**src/rtl/sd_cmd_pkg.sv**
```systemverilog
// Shared types and constants for the SD command-path sequencer.
// Holds the FSM state encoding, response-type codes, interrupt status bit
// positions and the field layout of the command register.
package sd_cmd_pkg;

   localparam int CMD_REG_SIZE  = 14;
   localparam int INT_CMD_SIZE  = 5;
   localparam int CMD_TIMEOUT_W = 16;
   localparam int PHY_CMD_W     = 40;
   localparam int PHY_RESP_W    = 120;

   typedef enum logic [1:0] {
      IDLE      = 2'd0,
      SETUP     = 2'd1,
      EXECUTE   = 2'd2,
      BUSY_WAIT = 2'd3
   } state_t;

   typedef enum logic [1:0] {
      RESP_NONE       = 2'b00,
      RESP_SHORT      = 2'b01,
      RESP_LONG       = 2'b10,
      RESP_SHORT_BUSY = 2'b11
   } resp_type_t;

   // Bit positions inside int_status_o.
   localparam int INT_CC    = 0;
   localparam int INT_EI    = 1;
   localparam int INT_CTE   = 2;
   localparam int INT_CCRCE = 3;
   localparam int INT_CIE   = 4;

   // Field positions inside command_i.
   localparam int CMD_RESP_LSB = 0;
   localparam int CMD_RESP_MSB = 1;
   localparam int CMD_CRC_CHK  = 3;
   localparam int CMD_IDX_CHK  = 4;
   localparam int CMD_IDX_LSB  = 8;
   localparam int CMD_IDX_MSB  = 13;

   // PHY setting: [0] a response is expected, [1] the response is long.
   function automatic logic [1:0] phy_setting(input resp_type_t t);
      return {t == RESP_LONG, t != RESP_NONE};
   endfunction

endpackage

```
**src/rtl/sd_cmd_sequencer_if.sv**
```systemverilog
// Bus between the command sequencer and the serial command PHY.
// master = sequencer side, slave = PHY side.
interface sd_cmd_sequencer_if;
   import sd_cmd_pkg::*;

   logic [PHY_CMD_W-1:0]  cmd;
   logic                  start;
   logic [1:0]            setting;
   logic                  abort;
   logic                  finish;
   logic                  crc_ok;
   logic                  index_ok;
   logic [PHY_RESP_W-1:0] resp;

   modport master (
      output cmd, start, setting, abort,
      input  finish, crc_ok, index_ok, resp
   );

   modport slave (
      input  cmd, start, setting, abort,
      output finish, crc_ok, index_ok, resp
   );

endinterface

```
**src/rtl/sd_cmd_timeout_cnt.sv**
```systemverilog
// Loadable saturating cycle counter for the command timeout.
// hit is high while the count equals limit-1; a zero limit never hits.
module sd_cmd_timeout_cnt #(
   parameter int W = 16
) (
   input  logic         clk,
   input  logic         rst,
   input  logic         clear,
   input  logic         en,
   input  logic [W-1:0] limit,
   output logic         hit
);

   logic [W-1:0] count_q;

   // Count enabled cycles, stopping at all-ones instead of wrapping.
   // NOTE: state registers use non-blocking assignments so every flop samples pre-edge values.
   always_ff @(posedge clk or posedge rst) begin
      if (rst) begin
         count_q <= '0;
      end else if (clear) begin
         count_q <= '0;
      end else if (en && (count_q != '1)) begin
         count_q <= count_q + W'(1);
      end
   end

   assign hit = (limit != '0) && (count_q == (limit - W'(1)));

endmodule

```
**src/rtl/sd_cmd_sequencer.sv**
```systemverilog
// SD command-path sequencer: takes a command from the register file, drives
// the serial command PHY, captures the response and raises sticky status.
// Optional build macro SD_CMD_RETRY_EN: reissue a command that failed its
// CRC or index check, up to MAX_RETRIES times, before reporting the error.
module sd_cmd_sequencer
   import sd_cmd_pkg::*;
#(
   parameter int MAX_RETRIES = 2
) (
   input  logic                     wb_clk_i,
   input  logic                     wb_rst_i,
   input  logic                     soft_rst_i,
   input  logic                     start_i,
   input  logic [CMD_REG_SIZE-1:0]  command_i,
   input  logic [31:0]              argument_i,
   input  logic [CMD_TIMEOUT_W-1:0] timeout_i,
   input  logic                     int_rst_i,
   sd_cmd_sequencer_if.master       phy,
   input  logic                     dat0_busy_i,
   output logic [31:0]              response_0_o,
   output logic [31:0]              response_1_o,
   output logic [31:0]              response_2_o,
   output logic [31:0]              response_3_o,
   output logic [INT_CMD_SIZE-1:0]  int_status_o,
   output logic                     busy_o
);

   state_t                   state_q, next_state;
   resp_type_t               resp_type_q;
   logic                     crc_chk_q, idx_chk_q;
   logic [5:0]               index_q;
   logic [31:0]              arg_q;
   logic [CMD_TIMEOUT_W-1:0] timeout_q;

   logic                     latch_cmd, issue, abort_req, load_resp;
   logic                     count_en, to_hit, crc_err, idx_err, retry_ok;
   logic [INT_CMD_SIZE-1:0]  status_set;

   // Reserved command register bits carry no meaning for this block.
   logic unused_cmd_bits;
   assign unused_cmd_bits = ^{command_i[7:5], command_i[2]};

   assign crc_err  = crc_chk_q & ~phy.crc_ok;
   assign idx_err  = idx_chk_q & ~phy.index_ok;
   assign busy_o   = (state_q != IDLE);
   assign count_en = (state_q == EXECUTE) || (state_q == BUSY_WAIT);

   sd_cmd_timeout_cnt #(
      .W (CMD_TIMEOUT_W)
   ) u_timeout (
      .clk   (wb_clk_i),
      .rst   (wb_rst_i),
      .clear (soft_rst_i | issue),
      .en    (count_en),
      .limit (timeout_q),
      .hit   (to_hit)
   );

`ifdef SD_CMD_RETRY_EN
   localparam int RETRY_W = (MAX_RETRIES < 1) ? 1 : $clog2(MAX_RETRIES + 1);
   logic [RETRY_W-1:0] retry_q;

   assign retry_ok = (int'(retry_q) < MAX_RETRIES);

   // Count reissues of the current command; an accepted start rearms the budget.
   always_ff @(posedge wb_clk_i or posedge wb_rst_i) begin
      if (wb_rst_i) begin
         retry_q <= '0;
      end else if (soft_rst_i || latch_cmd) begin
         retry_q <= '0;
      end else if ((state_q == EXECUTE) && (next_state == SETUP)) begin
         retry_q <= retry_q + RETRY_W'(1);
      end
   end
`else
   // Without retries the limit is irrelevant; errors report at once.
   localparam int unused_max_retries = MAX_RETRIES;
   assign retry_ok = 1'b0;
`endif

   // State register; soft reset returns to IDLE synchronously.
   always_ff @(posedge wb_clk_i or posedge wb_rst_i) begin
      if (wb_rst_i) begin
         state_q <= IDLE;
      end else if (soft_rst_i) begin
         state_q <= IDLE;
      end else begin
         state_q <= next_state;
      end
   end

   // Next-state and per-cycle action decode.
   // NOTE: every signal gets a default before the case so no path leaves one unassigned (no latches).
   always_comb begin
      next_state = state_q;
      latch_cmd  = 1'b0;
      issue      = 1'b0;
      abort_req  = 1'b0;
      load_resp  = 1'b0;
      status_set = '0;
      case (state_q)
         IDLE: begin
            if (start_i) begin
               latch_cmd  = 1'b1;
               next_state = SETUP;
            end
         end
         SETUP: begin
            issue      = 1'b1;
            next_state = EXECUTE;
         end
         EXECUTE: begin
            // A finish in the timeout cycle takes priority over the timeout.
            if (phy.finish) begin
               if (crc_err || idx_err) begin
                  if (retry_ok) begin
                     next_state = SETUP;
                  end else begin
                     status_set[INT_EI]    = 1'b1;
                     status_set[INT_CCRCE] = crc_err;
                     status_set[INT_CIE]   = idx_err;
                     next_state            = IDLE;
                  end
               end else begin
                  load_resp = 1'b1;
                  if (resp_type_q == RESP_SHORT_BUSY) begin
                     next_state = BUSY_WAIT;
                  end else begin
                     status_set[INT_CC] = 1'b1;
                     next_state         = IDLE;
                  end
               end
            end else if (to_hit) begin
               status_set[INT_CTE] = 1'b1;
               status_set[INT_EI]  = 1'b1;
               abort_req           = 1'b1;
               next_state          = IDLE;
            end
         end
         BUSY_WAIT: begin
            if (!dat0_busy_i) begin
               status_set[INT_CC] = 1'b1;
               next_state         = IDLE;
            end else if (to_hit) begin
               status_set[INT_CTE] = 1'b1;
               status_set[INT_EI]  = 1'b1;
               abort_req           = 1'b1;
               next_state          = IDLE;
            end
         end
         default: next_state = IDLE;
      endcase
   end

   // Capture the command on an accepted start so later register writes cannot disturb it.
   always_ff @(posedge wb_clk_i or posedge wb_rst_i) begin
      if (wb_rst_i) begin
         resp_type_q <= RESP_NONE;
         crc_chk_q   <= 1'b0;
         idx_chk_q   <= 1'b0;
         index_q     <= '0;
         arg_q       <= '0;
         timeout_q   <= '0;
      end else if (soft_rst_i) begin
         resp_type_q <= RESP_NONE;
         crc_chk_q   <= 1'b0;
         idx_chk_q   <= 1'b0;
         index_q     <= '0;
         arg_q       <= '0;
         timeout_q   <= '0;
      end else if (latch_cmd) begin
         resp_type_q <= resp_type_t'(command_i[CMD_RESP_MSB:CMD_RESP_LSB]);
         crc_chk_q   <= command_i[CMD_CRC_CHK];
         idx_chk_q   <= command_i[CMD_IDX_CHK];
         index_q     <= command_i[CMD_IDX_MSB:CMD_IDX_LSB];
         arg_q       <= argument_i;
         timeout_q   <= timeout_i;
      end
   end

   // Registered outputs: PHY strobes, response registers and sticky status.
   always_ff @(posedge wb_clk_i or posedge wb_rst_i) begin
      if (wb_rst_i) begin
         phy.cmd      <= '0;
         phy.start    <= 1'b0;
         phy.setting  <= '0;
         phy.abort    <= 1'b0;
         response_0_o <= '0;
         response_1_o <= '0;
         response_2_o <= '0;
         response_3_o <= '0;
         int_status_o <= '0;
      end else if (soft_rst_i) begin
         phy.cmd      <= '0;
         phy.start    <= 1'b0;
         phy.setting  <= '0;
         // Tell the PHY to drop an in-flight transfer; busy_o is low again next cycle.
         phy.abort    <= busy_o;
         response_0_o <= '0;
         response_1_o <= '0;
         response_2_o <= '0;
         response_3_o <= '0;
         int_status_o <= '0;
      end else begin
         phy.start <= issue;
         phy.abort <= abort_req;
         if (issue) begin
            phy.cmd     <= {2'b01, index_q, arg_q};
            phy.setting <= phy_setting(resp_type_q);
         end
         if (load_resp) begin
            case (resp_type_q)
               RESP_SHORT, RESP_SHORT_BUSY: begin
                  response_0_o <= phy.resp[119:88];
               end
               RESP_LONG: begin
                  response_0_o <= phy.resp[119:88];
                  response_1_o <= phy.resp[87:56];
                  response_2_o <= phy.resp[55:24];
                  response_3_o <= {phy.resp[23:0], 8'h00};
               end
               default: ;
            endcase
         end
         // A new event wins over a simultaneous clear.
         int_status_o <= (int_rst_i ? '0 : int_status_o) | status_set;
      end
   end

endmodule

```
**src/flat_wrapper.sv**
```systemverilog
// flat-port wrapper written by rule: the top's interface ports become plain ports
module sd_cmd_sequencer_flat import sd_cmd_pkg::*;
#(
   parameter int MAX_RETRIES = 2
)
  (wb_clk_i, wb_rst_i, soft_rst_i, start_i, command_i, argument_i, timeout_i, int_rst_i, dat0_busy_i, response_0_o, response_1_o, response_2_o, response_3_o, int_status_o, busy_o, phy_cmd, phy_start, phy_setting, phy_abort, phy_finish, phy_crc_ok, phy_index_ok, phy_resp);
  sd_cmd_sequencer_if phy_i ();
  input  logic wb_clk_i;
  input  logic wb_rst_i;
  input  logic soft_rst_i;
  input  logic start_i;
  input  logic [CMD_REG_SIZE-1:0] command_i;
  input  logic [31:0] argument_i;
  input  logic [CMD_TIMEOUT_W-1:0] timeout_i;
  input  logic int_rst_i;
  input  logic dat0_busy_i;
  output logic [31:0] response_0_o;
  output logic [31:0] response_1_o;
  output logic [31:0] response_2_o;
  output logic [31:0] response_3_o;
  output logic [INT_CMD_SIZE-1:0] int_status_o;
  output logic busy_o;
  output wire logic [$bits(phy_i.cmd)-1:0] phy_cmd;
  output wire logic [$bits(phy_i.start)-1:0] phy_start;
  output wire logic [$bits(phy_i.setting)-1:0] phy_setting;
  output wire logic [$bits(phy_i.abort)-1:0] phy_abort;
  input wire logic [$bits(phy_i.finish)-1:0] phy_finish;
  input wire logic [$bits(phy_i.crc_ok)-1:0] phy_crc_ok;
  input wire logic [$bits(phy_i.index_ok)-1:0] phy_index_ok;
  input wire logic [$bits(phy_i.resp)-1:0] phy_resp;
  assign phy_cmd = phy_i.cmd;
  assign phy_start = phy_i.start;
  assign phy_setting = phy_i.setting;
  assign phy_abort = phy_i.abort;
  assign phy_i.finish = phy_finish;
  assign phy_i.crc_ok = phy_crc_ok;
  assign phy_i.index_ok = phy_index_ok;
  assign phy_i.resp = phy_resp;
  sd_cmd_sequencer #(.MAX_RETRIES(MAX_RETRIES)) u_core (.wb_clk_i(wb_clk_i), .wb_rst_i(wb_rst_i), .soft_rst_i(soft_rst_i), .start_i(start_i), .command_i(command_i), .argument_i(argument_i), .timeout_i(timeout_i), .int_rst_i(int_rst_i), .phy(phy_i), .dat0_busy_i(dat0_busy_i), .response_0_o(response_0_o), .response_1_o(response_1_o), .response_2_o(response_2_o), .response_3_o(response_3_o), .int_status_o(int_status_o), .busy_o(busy_o));
endmodule
```
**config.mk**
```make
export PLATFORM = sky130hd
export DESIGN_NAME = sd_cmd_sequencer_flat
export DESIGN_NICKNAME = d
export VERILOG_FILES = /design/src/rtl/sd_cmd_pkg.sv /design/src/rtl/sd_cmd_sequencer_if.sv /design/src/rtl/sd_cmd_timeout_cnt.sv /design/src/rtl/sd_cmd_sequencer.sv /design/src/flat_wrapper.sv
export SDC_FILE = /design/constraint.sdc
export NUM_CORES = 1
export LEC_CHECK = 0
export ABC_AREA = 1
export BUFFER_PORTS_ARGS = -buffer_cell sky130_fd_sc_hd__buf_2
export CAP_MARGIN = 20
export CORE_MARGIN = 5
export CORE_UTILIZATION = 54
export CTS_BUF_LIST = sky130_fd_sc_hd__clkbuf_16
export DETAILED_ROUTE_END_ITERATION = 12
export PLACE_DENSITY = 0.85
export RECOVER_POWER = 25
export SLEW_MARGIN = 10
export SYNTH_ARGS = -nofsm -noshare
export SYNTH_HDL_FRONTEND = slang
export SYNTH_SLANG_ARGS = --single-unit
export TNS_END_PERCENT = 20
```
**constraint.sdc**
```tcl
create_clock -name wb_clk_i -period 12.4 [get_ports wb_clk_i]
set_input_delay 1.86 -clock wb_clk_i [delete_from_list [all_inputs] [get_ports wb_clk_i]]
set_output_delay 1.86 -clock wb_clk_i [all_outputs]
set_load 0.02 [all_outputs]
```
Word-level counts from Yosys, hierarchy flattened. Index checks and enable logic that the tools add are counted.

Eq/ne operators: 9. Multiply operators: 0. Add/sub/neg operators: 2. Bitwise logic cells: 6. Muxes and demuxes: 65. Divide/modulo/power cells: 0. Reduce and logical (&&, ||, !) cells: 17. Shift-type cells: 0. Magnitude comparators: 0.

Operators with widths (count): 32-bit two-way mux (14); 40-bit two-way mux (2); 16-bit two-way mux (4); 2-bit two-way mux (16); 1-bit two-way mux (22); 16-bit by 1-bit adder with 16-bit output, second input constant (1); 16-bit equality test (1); 16-bit != test, second input constant (1); 16-bit nonzero test (1); 2-bit nonzero test (8); 16-bit by 1-bit subtractor with 16-bit output, second input constant (1); 6-bit two-way mux (2); 5-bit two-way mux (2); 2-bit equality test, second input constant (4); 2-bit case mux with 4 select lines (1); 3-bit case mux with 2 select lines (1); 5-bit bitwise OR (1); 2-bit by 1-bit equality test with 1-bit output, second input constant (2); 2-bit AND reduction (2); 3-bit != test, second input constant (1); 3-bit OR reduction (1); 1-bit AND (2); 1-bit logical AND (2); 2-bit logical NOT (1); other kinds (4) (6).

Bits in writable memories: 0. Word-level logic and storage cells: 116. Memories kept: 0. Bits in latches: 0. Bits in read-only memories: 0. Bits in registers: 253.

Depth between registers and ports, before layout.
Depth in word-level cells: 8. Depth in mapped cells: 15.

Cells and area by module. From an unflattened synthesis, not the netlist that was laid out.

Cells, all modules: 1277. Area, all modules: 11184.5 µm².

Modules (own cells, without submodules): sd_cmd_sequencer (cells each 1017, times used 1, area an instance 9611.7 µm²); sd_cmd_timeout_cnt (cells each 260, times used 1, area an instance 1572.8 µm²).

Worst setup path after synthesis. OpenSTA, ideal clock, no wires.

Path type: input-to-reg. From: input port soft_rst_i. To: register u_core.timeout_q[11]. Arrival: 3.133 ns. Buffers on the path: 4. Slack: 9.184 ns. Required time: 12.317 ns. Stages: 7. Cells stage by stage: clkbuf_1 inv_1 clkbuf_1 clkbuf_1 buf_1 nand3_1 o21ai_0.

Word-level cells in the longest chain between the ends: 1. Elaborated cells between the ends (all ways): 2.

RTL lines: from (decl) (line flat_wrapper.sv:10) `input logic soft_rst_i;`; 16-bit two-way mux / 2-bit nonzero test (equally long branches); to (signal assigned) (line sd_cmd_sequencer.sv:177) `timeout_q <= timeout_i;`; to (decl) (line sd_cmd_sequencer.sv:33) `logic [CMD_TIMEOUT_W-1:0] timeout_q;`.

Several ways; a longest one is shown, not always the timed one. A chain may end at the register's enable or synchronous reset.

==> flow_metrics.tcl <==
set metrics [dict create \
    grt_pass1_vias 9637 \
    cts_tree "built" \
    instances_no_fill 1846 \
    antenna_found_initial 6 \
    hold_viol 0 \
    gr-total-overflow 0 \
    fin_area_sq_mm 0.0134 \
    io_pins 369 \
    cap_violations 3 \
    synthTopCellsByArea "dfrtp_1, nand3_1, o21ai_0, inv_1, nand2_1" \
    drtIter0Drc 514 \
    vias_per_cell 5.16 \
    holdBufCountCts 0 \
    worstSetupStartpointType "input pin" \
    clkSlewWorstSetupHoldPaths_ps 60 \
    gp_congestion 0.894 \
    dr.pass1.iters 4 \
    wl_per_cell_microns 16.7 \
    antenna_left 0 \
    core_area_sq_mm 0.0195 \
    drive_gt1_frac 0.270 \
    timing.fmax_ghz 0.168 \
    synthAdderAreaFrac 0.00350 \
    clock-sinks 244 \
    skew_ps 12.9 \
    cts_resized 0 \
    syn_inst 1234 \
    synth_compound_area_frac 0.123 \
    num_vias 9520 \
    period_minus_slack_ps 5960 \
    postSynthAreaPerCell_sq_um 8.69 \
    worstMarginPinSlew_ps 4120 \
    rsz0062_at_grt "no" \
    pwr_density_cell_mw_per_mm2 146 \
    end_kind "async pin" \
    synthMuxAreaShare 0 \
    hold_slack_ps 481 \
    setup-tns-final_ps 0 \
    relSlewSlack -1.76 \
    drv_slew 194 \
    numCtsBuffers 26 \
    ys.flop_type "dfrtp_1" \
    async_reset_ff_frac 1.00 \
    setup_viol 0 \
    syn_area_sq_mm 0.0107 \
    dieArea_sq_mm 0.0228 \
    status "complete, but fails checks" \
    synthSimpleGateAreaFrac 0.181 \
    drc_errors 0 \
    cts_buffer_depth 3 \
    area_growth_syn_to_layout_pct 25.4 \
    clk_latency_ps 530 \
    arrival_ps 6100 \
    violations "capacitance limit, slew limit" \
    dpl_cell_area_sq_mm 0.0125 \
    cts_max_level 1 \
    rows 51 \
    portBuffers 355 \
    synth_cell_types 37 \
    synth_edf_count 0 \
    grtUsageTotal 0.264 \
    initial_core_util 0.549 \
    yosysTopAreaCell "dfrtp_1" \
    critical_path_class "input pin to async pin" \
    synth_xor_area_frac 0.0106 \
    die_height_microns 151 \
    clockRootBuffer "clkbuf_16" \
    die_w_microns 151 \
    cts_setup_buffers 0 \
    final_core_util 0.688 \
    leakage_nw 6.96 \
    required_ps 12540 \
    grt_max_degree 147 \
    synth_top_family_by_area "simple AND/OR/NAND/NOR gates" \
    ys_ff_latch 244 \
    hold_path_class "register to register" \
    nets 1749 \
    finalCritPeriodShare 0.481 \
    grt_pass1_wl_microns 48200 \
    dp_hpwl_microns 21400 \
    yosys.area.top_type_share 0.570 \
    ys_warn_count 0 \
    ir_worst_vdd_uv 114 \
    drt-total-wl_microns 30800 \
    dp_cells 1789 \
    worst-path-max-fanout 96 \
    ys_seq_area_frac 0.570 \
]
-- placed cells by master (no fill, tap or decap), drive strengths merged, types with 2 or more instances in the layout --
master    synthesis  layout
a21oi            12      12
buf              37     359
bufinv            0       2
clkbuf           42      32
clkinv            0      14
clkinvlp          0       4
conb              1       9
dfrtp           244     244
diode             0       6
ha                3       3
inv             214     215
nand2           144     144
nand3           201     201
nand3b            4       4
nand4             4       4
nor2             63      63
nor3              5       5
nor3b             2       2
o21ai           235     235
o31ai             3       3
or2               2       2
xnor2             4       4
xor2              9       9
-- metal layers --
layer / vias up / global-route usage / wire [microns]
li1: 4581 / - / -
met1: 4461 / 0.330 / 12000
met2: 362 / 0.434 / 15100
met3: 112 / 0.0604 / 2080
met4: 4 / 0.129 / 1620
met5: - / 0 / 19
-- critical path, stage by stage --
cell and delay [ps]:
clkbuf_1 80, clkinvlp_2 2290, clkbuf_1 1790
-- cell families (layout without fill, tap and decap cells) --
family / count (synthesis) / count (layout)
and+or+nand+nor: 425 / 425
buffers and inverters: 293 / 626
AOI/OAI and AO/OA: 255 / 255
DFF: 244 / 244
xor gates and xnor gates: 13 / 13
adders and majority gates: 3 / 3
other: 1 / 15
-- final timing paths --
| check | start | end | slack (ps) | depth (start not counted) |
|---|---|---|---|---|
| worst max-delay path | wb_rst_i | u_core.timeout_q[9] | 6440 | 3 |
| worst min-delay path | u_core.phy.cmd[18] | u_core.phy.cmd[18] | 480 | 2 |
| worst max register to register | u_core.state_q[1] | u_core.u_timeout.count_q[4] | 8870 | 5 |
| worst min register to register | u_core.phy.cmd[18] | u_core.phy.cmd[18] | 480 | 2 |
| max in group wb_clk_i | soft_rst_i | u_core.u_timeout.count_q[4] | 7770 | 5 |
| min in group asynchronous | wb_rst_i | u_core.response_0_o[13] | 2540 | 2 |
-- state kept, by name, indices dropped and copies added, names as in the netlist --
| name | cells |
|---|---|
| u_core.response_0_o | 32 |
| u_core.phy.abort | 1 |
| u_core.response_3_o | 24 |
| u_core.response_1_o | 32 |
| u_core.int_status_o | 5 |
| u_core.response_2_o | 32 |
| u_core.phy.start | 1 |
| u_core.arg_q | 32 |
| u_core.crc_chk_q | 1 |
| u_core.phy.cmd | 39 |
| u_core.state_q | 2 |
| u_core.timeout_q | 16 |
| u_core.u_timeout.count_q | 16 |
| u_core.resp_type_q | 2 |
| u_core.phy.setting | 2 |
| u_core.index_q | 6 |
| u_core.idx_chk_q | 1 |
-- area by class of cell --
| type | count | area (sq um) |
|---|---|---|
| timing repair buffer | 364 | 1870 |
| multi-input combinational | 705 | 3470 |
| clock inverter | 21 | 160 |
| clock buffer | 27 | 676 |
| tap | 265 | 332 |
| sequential | 244 | 6110 |
| antenna | 6 | 15.0 |
| inverter | 214 | 810 |
| fill | 1518 | 6090 |
-- synthesized netlist by cell type, drive strengths merged (2+ instances only) --
cell / n
ha: 3
xor2: 9
inv: 214
nor3b: 2
nand3: 201
dfrtp: 244
nor3: 5
o21ai: 235
nand3b: 4
a21oi: 12
nand4: 4
nor2: 63
xnor2: 4
buf: 37
clkbuf: 42
nand2: 144
or2: 2
o31ai: 3
-- report_power, final --
part	total (mW)	switching [mW]	internal [mW]
logic	0.311	0.214	0.0971
registers	0.889	0.0345	0.855
clock network	0.759	0.322	0.437
-- metrics by stage --
stage | total power, mW | worst slack [ps]
2_1_floorplan | 1.09 | 3840
3_3_place_gp | 1.20 | 8070
3_5_place_dp | 1.21 | 8000
4_1_cts | 1.97 | 8430
5_1_grt | 2.04 | 5280
6_report | 1.96 | 6440
(Power assumes the default switching activity.)
